### config.mk
export PLATFORM = sky130hd
export DESIGN_NAME = ps2_host_tx_ctrl
export DESIGN_NICKNAME = d
export VERILOG_FILES = /design/src/rtl/ps2_host_tx_ctrl.sv
export SDC_FILE = /design/constraint.sdc
export NUM_CORES = 1
export LEC_CHECK = 0
export ABC_CLOCK_PERIOD_IN_PS = 2870
export CELL_PAD_IN_SITES_DETAIL_PLACEMENT = 1
export CELL_PAD_IN_SITES_GLOBAL_PLACEMENT = 2
export CORE_UTILIZATION = 30
export CTS_BUF_LIST = sky130_fd_sc_hd__clkbuf_8
export DETAILED_ROUTE_END_ITERATION = 7
export PLACE_DENSITY = 0.65
export SLEW_MARGIN = 25
export SYNTH_ARGS = -nofsm -noshare
export SYNTH_HDL_FRONTEND = slang
export SYNTH_SLANG_ARGS = --single-unit
### constraint.sdc
create_clock -name Bus2IP_Clk -period 2.87 [get_ports Bus2IP_Clk]
set_input_delay 0.4305 -clock Bus2IP_Clk [delete_from_list [all_inputs] [get_ports Bus2IP_Clk]]
set_output_delay 0.4305 -clock Bus2IP_Clk [all_outputs]
set_load 0.01 [all_outputs]
### src/rtl/ps2_host_tx_ctrl.sv
// PS/2 host-to-device transmitter: inhibit, request-to-send, shift a byte
// with odd parity on device clock edges, check ACK, hand the bus back.
module ps2_host_tx_ctrl #(
    parameter int INHIBIT_CYCLES = 10000,
    parameter int RTS_CYCLES     = 2000,
    parameter int TIMEOUT_CYCLES = 1500000
) (
    input  logic       Bus2IP_Clk,
    input  logic       Bus2IP_Resetn,
    input  logic       tx_valid,
    input  logic [7:0] tx_data,
    output logic       tx_ready,
    output logic       tx_done,
    output logic       tx_err,
    output logic       rx_enable,
    input  logic       ps2_clk_in,
    input  logic       ps2_data_in,
    output logic       ps2_clk_oe,
    output logic       ps2_data_oe
);

    localparam int MAX_A = (INHIBIT_CYCLES > RTS_CYCLES) ? INHIBIT_CYCLES : RTS_CYCLES;
    localparam int MAX_C = (MAX_A > TIMEOUT_CYCLES) ? MAX_A : TIMEOUT_CYCLES;
    localparam int CW    = $clog2(MAX_C + 1);

    typedef enum logic [2:0] {
        S_IDLE,
        S_INHIBIT,
        S_RTS,
        S_SHIFT,
        S_ACK,
        S_WAIT_IDLE
    } state_t;

    state_t        state_q, state_d;
    logic [CW-1:0] cnt_q, cnt_d;
    logic [9:0]    frame_q, frame_d;
    logic [3:0]    bit_cnt_q, bit_cnt_d;
    logic          clk_oe_q, clk_oe_d;
    logic          data_oe_q, data_oe_d;
    logic          done_q, done_d;
    logic          err_q, err_d;

    logic clk_meta_q, clk_sync_q, clk_prev_q;
    logic dat_meta_q, dat_sync_q;
    logic fall;
    logic timed_out;

    // Synchronizers idle high so reset never fakes a falling edge.
    always_ff @(posedge Bus2IP_Clk) begin
        if (!Bus2IP_Resetn) begin
            clk_meta_q <= 1'b1;
            clk_sync_q <= 1'b1;
            clk_prev_q <= 1'b1;
            dat_meta_q <= 1'b1;
            dat_sync_q <= 1'b1;
        end else begin
            clk_meta_q <= ps2_clk_in;
            clk_sync_q <= clk_meta_q;
            clk_prev_q <= clk_sync_q;
            dat_meta_q <= ps2_data_in;
            dat_sync_q <= dat_meta_q;
        end
    end

    assign fall      = clk_prev_q & ~clk_sync_q;
    assign timed_out = (cnt_q == CW'(TIMEOUT_CYCLES - 1));

    always_comb begin
        state_d   = state_q;
        cnt_d     = cnt_q;
        frame_d   = frame_q;
        bit_cnt_d = bit_cnt_q;
        clk_oe_d  = clk_oe_q;
        data_oe_d = data_oe_q;
        done_d    = 1'b0;
        err_d     = 1'b0;
        unique case (state_q)
            S_IDLE: begin
                clk_oe_d  = 1'b0;
                data_oe_d = 1'b0;
                if (tx_valid) begin
                    state_d   = S_INHIBIT;
                    frame_d   = {1'b1, ~^tx_data, tx_data};
                    cnt_d     = '0;
                    bit_cnt_d = '0;
                    clk_oe_d  = 1'b1;
                end
            end
            S_INHIBIT: begin
                cnt_d = cnt_q + CW'(1);
                if (cnt_q == CW'(INHIBIT_CYCLES - 1)) begin
                    state_d   = S_RTS;
                    cnt_d     = '0;
                    data_oe_d = 1'b1;
                end
            end
            S_RTS: begin
                cnt_d = cnt_q + CW'(1);
                if (cnt_q == CW'(RTS_CYCLES - 1)) begin
                    // Data stays low as the start bit; timeout runs from here.
                    state_d  = S_SHIFT;
                    cnt_d    = '0;
                    clk_oe_d = 1'b0;
                end
            end
            S_SHIFT, S_ACK, S_WAIT_IDLE: begin
                cnt_d = cnt_q + CW'(1);
                if (timed_out) begin
                    state_d   = S_IDLE;
                    clk_oe_d  = 1'b0;
                    data_oe_d = 1'b0;
                    err_d     = 1'b1;
                end else if (state_q == S_SHIFT) begin
                    if (fall) begin
                        data_oe_d = ~frame_q[0];
                        frame_d   = {1'b0, frame_q[9:1]};
                        bit_cnt_d = bit_cnt_q + 4'd1;
                        if (bit_cnt_q == 4'd9) begin
                            state_d = S_ACK;
                        end
                    end
                end else if (state_q == S_ACK) begin
                    if (fall) begin
                        if (!dat_sync_q) begin
                            state_d = S_WAIT_IDLE;
                        end else begin
                            state_d = S_IDLE;
                            err_d   = 1'b1;
                        end
                    end
                end else begin
                    if (clk_sync_q && dat_sync_q) begin
                        state_d = S_IDLE;
                        done_d  = 1'b1;
                    end
                end
            end
            default: begin
                state_d   = S_IDLE;
                clk_oe_d  = 1'b0;
                data_oe_d = 1'b0;
            end
        endcase
    end

    always_ff @(posedge Bus2IP_Clk) begin
        if (!Bus2IP_Resetn) begin
            state_q   <= S_IDLE;
            cnt_q     <= '0;
            frame_q   <= '1;
            bit_cnt_q <= '0;
            clk_oe_q  <= 1'b0;
            data_oe_q <= 1'b0;
            done_q    <= 1'b0;
            err_q     <= 1'b0;
        end else begin
            state_q   <= state_d;
            cnt_q     <= cnt_d;
            frame_q   <= frame_d;
            bit_cnt_q <= bit_cnt_d;
            clk_oe_q  <= clk_oe_d;
            data_oe_q <= data_oe_d;
            done_q    <= done_d;
            err_q     <= err_d;
        end
    end

    assign tx_ready    = (state_q == S_IDLE);
    assign rx_enable   = (state_q == S_IDLE);
    assign tx_done     = done_q;
    assign tx_err      = err_q;
    assign ps2_clk_oe  = clk_oe_q;
    assign ps2_data_oe = data_oe_q;

endmodule

### After elaboration in Yosys (flattened, before gate mapping)

Cells that the tools add are included.

| word-level totals | value |
|---|---|
| word-level logic and storage cells | 98 |
| register bits after elaboration | 47 |
| output and inout bits | 6 |
| bits of input ports | 13 |

| cells by class | value |
|---|---|
| bitwise logic cells | 7 |
| add/subtract/negate cells | 2 |
| mux-type cells | 41 |
| reductions and logical operators | 13 |
| eq/ne operators | 22 |

Operators with widths:

| operator | count |
|---|---|
| $pmux W21 S4 | 1 |
| $mux W21 | 3 |
| $mux W10 | 4 |
| $mux W3 | 11 |
| $add A21 B1 Y21 const B | 1 |
| $eq A21 B11 Y1 const B | 1 |
| $eq A21 B14 Y1 const B | 1 |
| $eq A21 B21 Y1 const B | 1 |
| $pmux W10 S2 | 1 |
| $mux W4 | 4 |
| $ne A2 B2 Y1 const B | 7 |
| $mux W1 | 13 |
| $ne A4 B4 Y1 const B | 3 |
| $pmux W3 S4 | 1 |
| $pmux W4 S2 | 1 |
| $reduce_xnor A8 Y1 | 1 |
| $reduce_and A7 Y1 | 1 |
| $eq A3 B2 Y1 const B | 2 |
| $eq A3 B3 Y1 const B | 2 |
| $ne A3 B3 Y1 const B | 2 |
| $not A1 Y1 | 6 |
| $ne A5 B5 Y1 const B | 1 |
| $reduce_and A5 Y1 | 1 |
| $reduce_or A5 Y1 | 1 |
| other kinds (14) | 15 |

### Depth between registers and ports, before layout

Gate-level depths: netlist of the first run.

| logic depth | value |
|---|---|
| depth after elaboration | 7 |
| mapped depth | 8 |
| gate-level depth less buffers | 7 |

### Least setup slack after synthesis of the first run

OpenSTA, ideal clock, no wires.

| path | value |
|---|---|
| path type | register to register |
| from | register cnt_q[0] |
| to | register cnt_q[4] |
| arrival time | 1.810 ns |
| buffers on the path | 1 |
| setup time | 0.115 ns |
| setup slack | 0.945 ns |
| period minus slack after synthesis | 1.925 ns |
| required time | 2.755 ns |
| cell stages (with the launch flop) | 9 |
| cell sequence | dfxtp_1 -> ha_1 -> nand3_1 -> nand4b_1 -> o41ai_4 -> nand3_1 -> o21ai_2 -> buf_4 -> nor2_1 |

| on the way | value |
|---|---|
| word-level cells in the longest chain between the ends | 3 |
| elaborated cells between the ends (all ways) | 6 |
| classes of those cells | add/sub (1); eq/ne (2); mux (3) |

RTL lines:

| element | RTL line | source |
|---|---|---|
| from (decl) | 36 | `logic [CW-1:0] cnt_q, cnt_d;` |
| from (signal assigned) | 159 | `cnt_q <= cnt_d;` |
| $add A21 B1 Y21 (tied with other cells) | 91, 99, 108 |  |
| $mux W21 (on tied branches) | 100, 92 |  |
| $pmux W21 S4 (*) | 78 | `unique case (state_q)` |

Mark *: on every way between the ends. The rest lies on a longest branch, timed or not.
A chain may end at the register's enable or synchronous reset.

### Worst setup path after layout of the first run

| path | value |
|---|---|
| from | register cnt_q[0] |
| to | register cnt_q[13] |

Same word-level chain as after synthesis.

==> impl_metrics.sql, run 1 <==
INSERT INTO impl_metrics (metric_group, metric, value, unit) VALUES
('clock_network', 'post_cts.repair.setup_buffers', '0', ''),
('sta', 'clock_skew', '0.009500', 'ns'),
('yosys', 'cell_variety_after_synth', '50', ''),
('pwr', 'power-per-cell-area', '681.9', 'nW/µm²'),
('pwr', 'p_leak', '0.8947', 'nW'),
('sta', 'totalNegativeSetupSlack', '0', 'ns'),
('final_layout', 'regArea', '940.9', 'µm²'),
('yosys', 'synthSimpleGateAreaFrac', '28.99', '%'),
('yosys', 'number_of_register_bits_inferred_by_synthesis', '47', ''),
('detailed_routing', 'per_cell_via_count_in_the_routed_design', '4.905', ''),
('final_layout', 'final_cell_area', '2793', 'µm²'),
('clock_network', 'cts_sinks', '47', ''),
('sta', 'hold_viol_final', '0', ''),
('setup_path', 'critPathArrivalTime', '2.54', 'ns'),
('placed_design', 'dp.cells', '394', ''),
('clock_network', 'clk_transition_reported_paths', '0.09', 'ns'),
('detailed_routing', 'firstDrtPassIters', '4', ''),
('floorplanning', 'coreArea', '7767', 'µm²'),
('worst_hold_path', 'holdCritPathClass', 'reg -> reg', ''),
('yosys', 'number_of_flops_mapped_to_enable_cells_by_yosys', '0', ''),
('clock_network', 'cts_buffers', '5', ''),
('clock_network', 'cts_max_level', '2', ''),
('yosys', 'yosys.area_share.adder', '1.556', '%'),
('final_layout', 'final_cell_mix', '47 x dfxtp_1, 40 x nor2_1, 19 x nand2_1', ''),
('sta', 'max_freq', '426.4', 'MHz'),
('detailed_routing', 'drt.antenna.violating_nets', '0', ''),
('global_routing', 'antenna_found_initial', '0', ''),
('pwr', 'irDropWorstVdd', '273.0', 'µV'),
('final_layout', 'area_growth', '15.77', '%'),
('global_routing', 'grt_max_degree', '23', ''),
('yosys', 'synth_seq_area_share', '39.00', '%'),
('setup_path', 'worstPathRequired', '3.06', 'ns'),
('yosys', 'synth_fp_nets', '297', ''),
('sta', 'grt_setup_unrepaired', 'false', ''),
('detailed_routing', 'vias', '1972', ''),
('sta', 'max_slew_headroom_at_the_worst_pin', '39.98', '%'),
('clock_network', 'cts_buffer_depth', '2', ''),
('pwr', 'design_power_total', '1.904', 'mW'),
('floorplanning', 'die_w', '91.67', 'µm'),
('yosys', 'postSynth.asyncResetShare', '0', '%'),
('placed_design', 'portBuffers', '18', ''),
('final_layout', 'number_of_nets_in_the_layout', '315', ''),
('detailed_routing', 'route.detailed.drc', '0', ''),
('global_routing', 'grtUsageTotal', '14.45', '%'),
('detailed_routing', 'wire_per_inst', '13.79', 'µm'),
('worst_hold_path', 'whs_path_depth', '1', ''),
('global_routing', 'grt_first_pass_wirelength', '9.701', 'mm'),
('yosys', 'syn-cell-area', '2412', 'µm²'),
('yosys', 'synthFlopType', 'dfxtp_1', ''),
('global_routing', 'grt_remaining_overflow', '0', ''),
('yosys', 'main_combinational_cell_family_by_area_after_synthesis', 'simple AND/OR/NAND/NOR gates', ''),
('global_routing', 'grt_pass1_vias', '1989', ''),
('floorplanning', 'chipHeight', '91.67', 'µm'),
('clock_network', 'cts-resized-gates', '0', ''),
('yosys', 'muxShareOfSynthArea', '0.8299', '%'),
('final_layout', 'fillers', '945', ''),
('placed_design', 'place_hpwl', '3.970', 'mm'),
('detailed_routing', 'initialDrtViolationCount', '62', ''),
('final_layout', 'drive_above_1_share', '8.667', '%'),
('clock_network', 'cts_tree', 'done', ''),
('sta', 'worst_slew_pin_slew', '0.8948', 'ns'),
('final_layout', 'multi_input_comb_area', '1373', 'µm²'),
('flow_run', 'maxCapViolations', '0', ''),
('yosys', 'yosys_warning_total', '0', ''),
('sta', 'period_minus_slack', '2.345', 'ns'),
('sta', 'timing_max_transition_violations_final', '0', ''),
('setup_path', 'path_class', 'reg -> reg', ''),
('status', 'outcome', 'finished, final reports clean', ''),
('final_layout', 'stdcell_count', '402', ''),
('setup_path', 'timing.critical_path.fanout_max', '21', ''),
('setup_path', 'cp-end-kind', 'flip-flop', '');
sequential cells by signal, summed over array words and instances, names as in the netlist:
| name | flops |
|---|---|
| cnt_q | 21 |
| frame_q | 10 |
| bit_cnt_q | 4 |
| state_q | 3 |
| clk_meta_q | 1 |
| clk_prev_q | 1 |
| clk_sync_q | 1 |
| dat_meta_q | 1 |
| dat_sync_q | 1 |
| ps2_clk_oe | 1 |
| ps2_data_oe | 1 |
| tx_done | 1 |
| tx_err | 1 |
report_power, final:
group | total, mW | internal, mW | switching [mW]
clock | 0.440 | 0.217 | 0.223
sequential | 0.792 | 0.718 | 0.0744
combinational | 0.672 | 0.300 | 0.372
total | 1.90 | 1.23 | 0.670
worst paths after layout:
path | slack (ns) | end | from
hold / removal | 0.41 | dat_sync_q$_SDFF_PN1_ | dat_meta_q$_SDFF_PN1_
hold reg to reg | 0.41 | dat_sync_q$_SDFF_PN1_ | dat_meta_q$_SDFF_PN1_
setup reg to reg | 0.53 | cnt_q[13]$_SDFFE_PN0P_ | cnt_q[0]$_SDFFE_PN0P_
setup / recovery | 0.53 | cnt_q[13]$_SDFFE_PN0P_ | cnt_q[0]$_SDFFE_PN0P_
synthesized netlist by cell type, drive strengths merged, types with 4 or more instances:
| cell type | n | area share (%) |
|---|---|---|
| xnor2 | 15 | 5.4 |
| xor2 | 11 | 4.0 |
| nor4 | 4 | 1.8 |
| nor3 | 5 | 1.2 |
| nand2b | 7 | 1.8 |
| a211oi | 11 | 3.4 |
| inv | 5 | 0.78 |
| nand3 | 12 | 2.5 |
| nand2 | 20 | 3.2 |
| o21ai | 22 | 4.9 |
| buf | 7 | 2.2 |
| nand4 | 10 | 2.6 |
| nor2b | 14 | 3.6 |
| clkbuf | 7 | 1.1 |
| nor2 | 40 | 6.2 |
| a21boi | 4 | 1.2 |
| dfxtp | 47 | 39 |
| a21oi | 7 | 1.5 |
cell type report:
type | instances | share of cell area [%]
clock buffers | 7 | 3.450
clock inverters | 1 | 0.1344
inverters | 5 | 0.6720
multi-input cells | 215 | 49.15
flip-flops and latches | 47 | 33.69
well taps | 102 | 4.570
repair buffers | 25 | 8.333
worst max-delay path: stages, from the launching register on:
cell	delay (ns)
dfxtp_1	0.42
ha_1	0.20
nand3_1	0.13
nand4b_1	0.31
o41ai_4	0.47
nand3_1	0.20
o21ai_2	0.14
buf_4	0.27
nor2_1	0.08
routing by layer:
metal / routed length (µm) / vias to the layer above / global-route usage, % / share of wire (%)
li1: - / 1018 / - / -
met1: 2854 / 933 / 19.35 / 51
met2: 2519 / 16 / 23.68 / 45
met3: 114 / 5 / 2.736 / 2.1
met4: 57 / 0 / 3.968 / 1.0
met5: 0 / - / 0 / 0
stage by stage:
step                      worst slack, ns  hold WS [ns]  utilization, %
after floorplan                    0.9446        0.3863               -
after global placement             0.2662        0.3893           34.66
after detailed placement           0.2654        0.3972           34.66
after CTS                          0.4803        0.4189           35.95
after global routing               0.2783        0.4286           35.95
final                              0.5250        0.4118           35.95
cell families after synthesis:
| kind of cell | Yosys count |
|---|---|
| AOI/OAI and AO/OA | 53 |
| xor gates and xnor gates | 26 |
| adders and majority gates | 3 |
| buffers and inverters | 19 |
| DFF | 47 |
| muxes | 2 |
| and+or+nand+nor | 131 |
(Power assumes the default switching activity.)
==> run 2, diff against run 1 <==
--- a/config.mk
+++ b/config.mk
@@ -5,13 +5,13 @@
 export SDC_FILE = /design/constraint.sdc
 export NUM_CORES = 1
 export LEC_CHECK = 0
-export ABC_CLOCK_PERIOD_IN_PS = 2870
+export ABC_CLOCK_PERIOD_IN_PS = 1900
 export CELL_PAD_IN_SITES_DETAIL_PLACEMENT = 1
 export CELL_PAD_IN_SITES_GLOBAL_PLACEMENT = 2
 export CORE_UTILIZATION = 30
 export CTS_BUF_LIST = sky130_fd_sc_hd__clkbuf_8
 export DETAILED_ROUTE_END_ITERATION = 7
-export PLACE_DENSITY = 0.65
+export PLACE_DENSITY = 0.68
 export SLEW_MARGIN = 25
 export SYNTH_ARGS = -nofsm -noshare
 export SYNTH_HDL_FRONTEND = slang
==> constraint.sdc (replaced) <==
create_clock -name Bus2IP_Clk -period 1.9 [get_ports Bus2IP_Clk]
set_input_delay 0.285 -clock Bus2IP_Clk [delete_from_list [all_inputs] [get_ports Bus2IP_Clk]]
set_output_delay 0.285 -clock Bus2IP_Clk [all_outputs]
set_load 0.01 [all_outputs]
==> run 2 against run 1 <==
  * The run now ends with negative setup slack left
  * Fmax up 21%
  * Highest routed layer unchanged
  * Clock skew increased by 0.0035 ns
  * Critical path depth shrank 1
  * Count of clock-buffer cells in the layout shrank 2
==> impl_metrics.sql, run 2 (synthesis results as in run 1) <==
INSERT INTO impl_metrics (metric_group, metric, value, unit) VALUES
('status', 'outcome', 'complete, but fails checks', ''),
('status', 'violations', 'negative setup slack', ''),
('floorplanning', 'coreArea', '7767', 'µm²'),
('detailed_routing', 'wire_per_inst', '14.25', 'µm'),
('setup_path', 'length_in_cells_of_the_worst_reg_to_reg_path', '7', ''),
('detailed_routing', 'initialDrtViolationCount', '89', ''),
('setup_path', 'critPathArrivalTime', '2.17', 'ns'),
('floorplanning', 'chipHeight', '91.67', 'µm'),
('clock_network', 'ctsRootBufferMaster', 'clkbuf_8', ''),
('floorplanning', 'ios', '19', ''),
('sta', 'period_minus_slack', '1.939', 'ns'),
('clock_network', 'clk_transition_reported_paths', '0.10', 'ns'),
('global_routing', 'grt_pass1_vias', '2242', ''),
('sta', 'grt_setup_unrepaired', 'true', ''),
('sta', 'worst_slew_pin_slew', '0.4410', 'ns'),
('global_routing', 'antenna_found_initial', '0', ''),
('final_layout', 'area_growth', '41.75', '%'),
('pwr', 'internal_power', '2.436', 'mW'),
('final_layout', 'largest_register_ffs', '21', ''),
('floorplanning', 'rows', '32', ''),
('sta', 'hold_viol_final', '0', ''),
('clock_network', 'cts-hold-fix-buffers', '0', ''),
('floorplanning', 'die_w', '91.67', 'µm'),
('final_layout', 'number_of_nets_in_the_layout', '368', ''),
('global_routing', 'grtUsageTotal', '16.13', '%'),
('sta', 'timing_max_transition_violations_final', '0', ''),
('pwr', 'power.switching_fraction', '33.47', '%'),
('final_layout', 'final_cell_mix', '51 x buf_4, 41 x dfxtp_1, 30 x nor2_1', ''),
('clock_network', 'cts_max_level', '2', ''),
('final_layout', 'layout_commonest_cell', 'buf_4', ''),
('pwr', 'pwr-share-clk', '23.8', '%'),
('pwr', 'combinationalPowerShare', '44.6', '%'),
('sta', 'max_slew_headroom_at_the_worst_pin', '70.42', '%'),
('clock_network', 'cts_buffer_depth', '2', ''),
('worst_hold_path', 'whs_path_depth', '1', ''),
('setup_path', 'timing.critical_path.fanout_max', '6', ''),
('setup_path', 'timing.critical_path.from_type', 'flip-flop', ''),
('global_routing', 'grt_first_pass_wirelength', '10.74', 'mm'),
('final_layout', 'drive_above_1_share', '29.46', '%'),
('sta', 'layout_setup_ws', '-0.03869', 'ns'),
('final_layout', 'antennaDiodeCount', '0', ''),
('setup_path', 'path_class', 'reg -> reg', ''),
('final_layout', 'fillers', '935', ''),
('pwr', 'power-per-cell-area', '1071', 'nW/µm²'),
('detailed_routing', 'firstDrtPassIters', '4', ''),
('clock_network', 'cts_sinks', '47', ''),
('detailed_routing', 'postRouteWirelength', '6.485', 'mm'),
('clock_network', 'cts_tree', 'done', ''),
('placed_design', 'place_ws', '-0.1845', 'ns'),
('detailed_routing', 'route.detailed.drc', '0', ''),
('global_routing', 'grt_max_degree', '20', ''),
('placed_design', 'globalplace.congestion', '0.7321', ''),
('worst_hold_path', 'holdCritPathClass', 'reg -> reg', ''),
('setup_path', 'worstPathRequired', '2.13', 'ns'),
('detailed_routing', 'per_cell_via_count_in_the_routed_design', '4.892', ''),
('global_routing', 'grt_remaining_overflow', '0', ''),
('floorplanning', 'dieArea', '8403', 'µm²'),
('floorplanning', 'floorplan.initialDensity', '31.06', '%'),
('clock_network', 'cts_buffers', '5', ''),
('sta', 'max_freq', '515.8', 'MHz'),
('sta', 'totalNegativeSetupSlack', '-0.08251', 'ns'),
('pwr', 'switching_power', '1.226', 'mW'),
('placed_design', 'portBuffers', '18', ''),
('final_layout', 'regMostFlops', 'cnt_q', ''),
('detailed_routing', 'vias', '2226', ''),
('placed_design', 'place_hpwl', '4.610', 'mm'),
('setup_path', 'cp-end-kind', 'flip-flop', ''),
('sta', 'timing.final.crit_share', '102.0', '%'),
('sta', 'clock_skew', '0.01302', 'ns'),
('clock_network', 'clk_latency', '0.30', 'ns'),
('flow_run', 'maxCapViolations', '0', ''),
('pwr', 'power.share.sequential', '31.5', '%'),
('pwr', 'p_leak', '1.237', 'nW'),
('detailed_routing', 'drt.antenna.violating_nets', '0', ''),
('pwr', 'irDropWorstVdd', '452.6', 'µV'),
('final_layout', 'layout_top_registers', 'cnt_q (21), frame_q (10), bit_cnt_q (4)', ''),
('sta', 'finalSetupViolations', '5', '');
==> run 2: cell types whose count changed in the layout (fill, tap and decap cells not counted), sizes merged <==
cell / previous run / this run
and2: 2 / 3
buf: 7 / 57
bufinv: 0 / 2
clkbuf: 7 / 5
clkdlybuf4s50: 18 / 16
dlygate4sd2: 0 / 2
o21a: 1 / 2
o21ai: 22 / 23
==> run 2: area by class of cell <==
cell class / count / area [µm²] / area share (%)
clock buffer: 5 / 68.82 / 2.012
clock inverter: 3 / 63.81 / 1.866
inverter: 5 / 18.77 / 0.5488
multi-input combinational: 218 / 1551 / 45.37
sequential: 47 / 948.4 / 27.74
tap: 102 / 127.6 / 3.732
timing repair buffer: 75 / 640.6 / 18.73
==> run 2: timing repair <==
item	4_1_cts	5_1_grt
cloned	0	3
endpoints found under the setup margin	41	40
setup buffers	2	4
resized for setup	21	37
pin swaps	7	31
==> run 2: critical path, cell delays in order, from the launching register on <==
cell and delay (ns):
dfxtp_2 0.33, buf_4 0.15, or4_1 0.52, o21bai_1 0.21, buf_4 0.19, o211ai_4 0.09, or2_1 0.25, o21ai_1 0.13
==> run 2: path summary, 6_finish.rpt <==
path,from,end,slack (ns)
max reg2reg,cnt_q[11]$_SDFFE_PN0P_,state_q[0]$_SDFFE_PN0P_,-0.04
min reg2reg,clk_meta_q$_SDFF_PN1_,clk_sync_q$_SDFF_PN1_,0.42
max,cnt_q[11]$_SDFFE_PN0P_,state_q[0]$_SDFFE_PN0P_,-0.04
min,clk_meta_q$_SDFF_PN1_,clk_sync_q$_SDFF_PN1_,0.42
==> run 2: power groups by stage <==
stage / registers (mW) / clock network, mW / logic [mW]
floorplan: 1.17 / 0 / 0.773
global placement: 1.17 / 0 / 1.38
detailed placement: 1.17 / 0 / 1.38
CTS: 1.15 / 0.904 / 1.53
global route: 1.17 / 0.943 / 1.78
finish: 1.16 / 0.873 / 1.63
==> run 2: metal layers <==
layer,GRT usage (%),vias to the layer above,routed length [µm]
met5,0,-,0
met4,4.762,0,59
met3,2.736,4,117
met2,28.26,22,3183
met1,20.16,1075,3124
li1,-,1125,-
==> run 2: through the flow <==
| step | std cells | hold slack [ns] | cell area, µm² | power [mW] | util, % |
|---|---|---|---|---|---|
| 2_1_floorplan | 281 | 0.3863 | 2412 | 1.947 | - |
| 3_3_place_gp | 439 | 0.3888 | 3043 | 2.545 | 39.18 |
| 3_5_place_dp | 439 | 0.4011 | 3043 | 2.551 | 39.18 |
| 4_1_cts | 449 | 0.4222 | 3268 | 3.588 | 42.07 |
| 5_1_grt | 455 | 0.4321 | 3420 | 3.889 | 44.02 |
| 6_report | 455 | 0.4164 | 3420 | 3.662 | 44.02 |
==> run 3, diff against run 2 <==
--- a/config.mk
+++ b/config.mk
@@ -11,7 +11,7 @@
 export CORE_UTILIZATION = 30
 export CTS_BUF_LIST = sky130_fd_sc_hd__clkbuf_8
 export DETAILED_ROUTE_END_ITERATION = 7
-export PLACE_DENSITY = 0.68
+export PLACE_DENSITY = 0.7
 export SLEW_MARGIN = 25
 export SYNTH_ARGS = -nofsm -noshare
 export SYNTH_HDL_FRONTEND = slang
==> run 3 against run 2 <==
  * The run still ends with negative setup slack left
  * Worst hold slack gained 0.0063 ns
  * Sequential share of layout area grew 0.46 points
  * Global-route usage grew 0.62 points
  * Critical path depth is the same
  * Clock power grew 2.7%
  * Die area is the same
  * Highest routed layer unchanged
==> impl_metrics.sql, run 3 (synthesis results as in run 1) <==
INSERT INTO impl_metrics (metric_group, metric, value, unit) VALUES
('flow_run', 'maxCapViolations', '0', ''),
('sta', 'layout_setup_ws', '-0.07318', 'ns'),
('clock_network', 'ctsRootBufferMaster', 'clkbuf_8', ''),
('sta', 'timing.final.crit_share', '103.9', '%'),
('clock_network', 'cts_buffers', '5', ''),
('setup_path', 'worst_r2r_setup_slack', '-0.07', 'ns'),
('sta', 'period_minus_slack', '1.973', 'ns'),
('clock_network', 'cts_sinks', '47', ''),
('setup_path', 'length_in_cells_of_the_worst_reg_to_reg_path', '7', ''),
('placed_design', 'globalplace.congestion', '0.7647', ''),
('floorplanning', 'ios', '19', ''),
('setup_path', 'timing.critical_path.fanout_max', '3', ''),
('worst_hold_path', 'holdCritPathClass', 'reg -> reg', ''),
('clock_network', 'cts_tree', 'done', ''),
('placed_design', 'dp.cells', '438', ''),
('status', 'violations', 'negative setup slack', ''),
('setup_path', 'cp-end-kind', 'flip-flop', ''),
('detailed_routing', 'route.detailed.drc', '0', ''),
('placed_design', 'portBuffers', '18', ''),
('final_layout', 'layout_commonest_cell', 'buf_4', ''),
('sta', 'timing_max_transition_violations_final', '0', ''),
('placed_design', 'place_hpwl', '4.648', 'mm'),
('final_layout', 'final_cell_mix', '54 x buf_4, 39 x nor2_1, 34 x dfxtp_1', ''),
('sta', 'max_freq', '506.8', 'MHz'),
('detailed_routing', 'initialDrtViolationCount', '33', ''),
('clock_network', 'clk_transition_reported_paths', '0.09', 'ns'),
('floorplanning', 'coreArea', '7767', 'µm²'),
('final_layout', 'antennaDiodeCount', '0', ''),
('pwr', 'design_power_total', '3.495', 'mW'),
('global_routing', 'grtUsageTotal', '16.74', '%'),
('final_layout', 'drive_above_1_share', '30.97', '%'),
('final_layout', 'final_cell_area', '3395', 'µm²'),
('pwr', 'p_leak', '1.233', 'nW'),
('setup_path', 'path_class', 'reg -> reg', ''),
('sta', 'clock_skew', '0.004189', 'ns'),
('global_routing', 'grt_first_pass_wirelength', '11.14', 'mm'),
('worst_hold_path', 'whs_path_depth', '1', ''),
('detailed_routing', 'firstDrtPassIters', '4', ''),
('final_layout', 'stdcell_count', '454', ''),
('setup_path', 'critPathArrivalTime', '2.21', 'ns'),
('detailed_routing', 'wire_per_inst', '14.71', 'µm'),
('status', 'outcome', 'complete, but fails checks', ''),
('setup_path', 'launch_point_of_the_critical_path', 'cnt_q[11]$_SDFFE_PN0P_', ''),
('pwr', 'power-per-cell-area', '1029', 'nW/µm²'),
('pwr', 'switching_power', '1.169', 'mW'),
('detailed_routing', 'per_cell_via_count_in_the_routed_design', '4.927', ''),
('global_routing', 'grt_remaining_overflow', '0', ''),
('detailed_routing', 'postRouteWirelength', '6.677', 'mm'),
('detailed_routing', 'vias', '2237', ''),
('global_routing', 'antenna_found_initial', '0', ''),
('final_layout', 'regMostFlops', 'cnt_q', ''),
('sta', 'grt_setup_unrepaired', 'true', ''),
('floorplanning', 'chipHeight', '91.67', 'µm'),
('clock_network', 'cts_max_level', '2', ''),
('final_layout', 'area_growth', '40.72', '%'),
('pwr', 'pwr-share-clk', '25.7', '%'),
('final_layout', 'number_of_nets_in_the_layout', '367', ''),
('sta', 'worst_slew_pin_slew', '0.4604', 'ns'),
('pwr', 'power.share.sequential', '33.4', '%'),
('final_layout', 'final_util', '43.70', '%'),
('setup_path', 'reg2reg_from', 'cnt_q[11]$_SDFFE_PN0P_', ''),
('pwr', 'combinationalPowerShare', '40.9', '%'),
('floorplanning', 'die_w', '91.67', 'µm'),
('clock_network', 'cts_buffer_depth', '2', ''),
('pwr', 'internal_power', '2.326', 'mW'),
('setup_path', 'worstPathRequired', '2.14', 'ns'),
('sta', 'max_slew_headroom_at_the_worst_pin', '69.21', '%'),
('detailed_routing', 'drt.antenna.violating_nets', '0', ''),
('sta', 'finalSetupViolations', '13', ''),
('setup_path', 'crit-reg2reg-capture', 'state_q[0]$_SDFFE_PN0P_', ''),
('setup_path', 'setup.worst_path.end', 'state_q[0]$_SDFFE_PN0P_', ''),
('pwr', 'irDropWorstVdd', '396.7', 'µV'),
('final_layout', 'layout_top_registers', 'cnt_q (21), frame_q (10), bit_cnt_q (4)', ''),
('placed_design', 'detailed_place.area', '3035', 'µm²'),
('pwr', 'power.switching_fraction', '33.44', '%'),
('final_layout', 'largest_register_ffs', '21', ''),
('floorplanning', 'rows', '32', ''),
('global_routing', 'grt_max_degree', '22', ''),
('sta', 'hold_viol_final', '0', ''),
('floorplanning', 'floorplan.initialDensity', '31.06', '%'),
('global_routing', 'grt_pass1_vias', '2355', ''),
('setup_path', 'timing.critical_path.from_type', 'flip-flop', ''),
('clock_network', 'clk_latency', '0.31', 'ns'),
('floorplanning', 'dieArea', '8403', 'µm²');
[run 3: cell types whose count changed in the layout (fill, tap and decap cells not counted), sizes merged]
cell and delta:
clkinvlp +1, inv -1, o21ai -1
[run 3: repair_timing]
item | CTS | global route
endpoints found under the setup margin | 40 | 40
gates resized for setup | 23 | 33
hold buffers | 0 | 0
cloned | 2 | 0
pin swaps | 9 | 18
endpoints found under the hold margin | 0 | 0
buffers inserted | 4 | 3
[run 3: critical path: stages (launching register included)]
cell,delay (ns)
dfxtp_2,0.33
or3b_4,0.39
buf_4,0.15
o41ai_4,0.36
buf_4,0.20
o211ai_4,0.08
or2_1,0.24
o21ai_1,0.15
[run 3: how the worst min path moves through the flow]
stage                                     start               endpoint
after floorplan           clk_meta_q$_SDFF_PN1_  clk_sync_q$_SDFF_PN1_
after global placement    dat_meta_q$_SDFF_PN1_  dat_sync_q$_SDFF_PN1_
after detailed placement  dat_meta_q$_SDFF_PN1_  dat_sync_q$_SDFF_PN1_
after CTS                 dat_meta_q$_SDFF_PN1_  dat_sync_q$_SDFF_PN1_
after global routing      dat_meta_q$_SDFF_PN1_  dat_sync_q$_SDFF_PN1_
final                     dat_meta_q$_SDFF_PN1_  dat_sync_q$_SDFF_PN1_
[run 3: cell type report]
type | instances | area, µm²
well taps | 102 | 127.6
fillers | 910 | 4373
clock inverters | 3 | 67.56
clock buffers | 5 | 68.82
flip-flops and latches | 47 | 957.2
repair buffers | 75 | 625.6
multi-input cells | 217 | 1529
inverters | 5 | 18.77
[run 3: metal layers]
metal	global-route usage (%)	vias to the layer above	wire, µm
li1	-	1115	-
met1	20.62	1094	3084
met2	29.45	20	3374
met3	2.985	8	121
met4	5.291	0	97
met5	0	-	0
[run 3: per-stage QoR]
step | setup WS, ns | TNS [ns] | hold slack, ns
floorplan | 0.009563 | 0 | 0.3863
global placement | -0.1632 | -2.604 | 0.3916
detailed placement | -0.1530 | -2.642 | 0.4021
CTS | -0.1071 | -1.948 | 0.4290
global route | -0.1621 | -3.272 | 0.4420
finish | -0.07318 | -0.1769 | 0.4227
[run 3: power groups by stage]
stage	registers [mW]	clock network, mW	logic (mW)
final	1.17	0.897	1.43
after global routing	1.18	0.963	1.55
after CTS	1.17	0.930	1.40
after detailed placement	1.17	0	1.33
after global placement	1.17	0	1.32
after floorplan	1.17	0	0.773
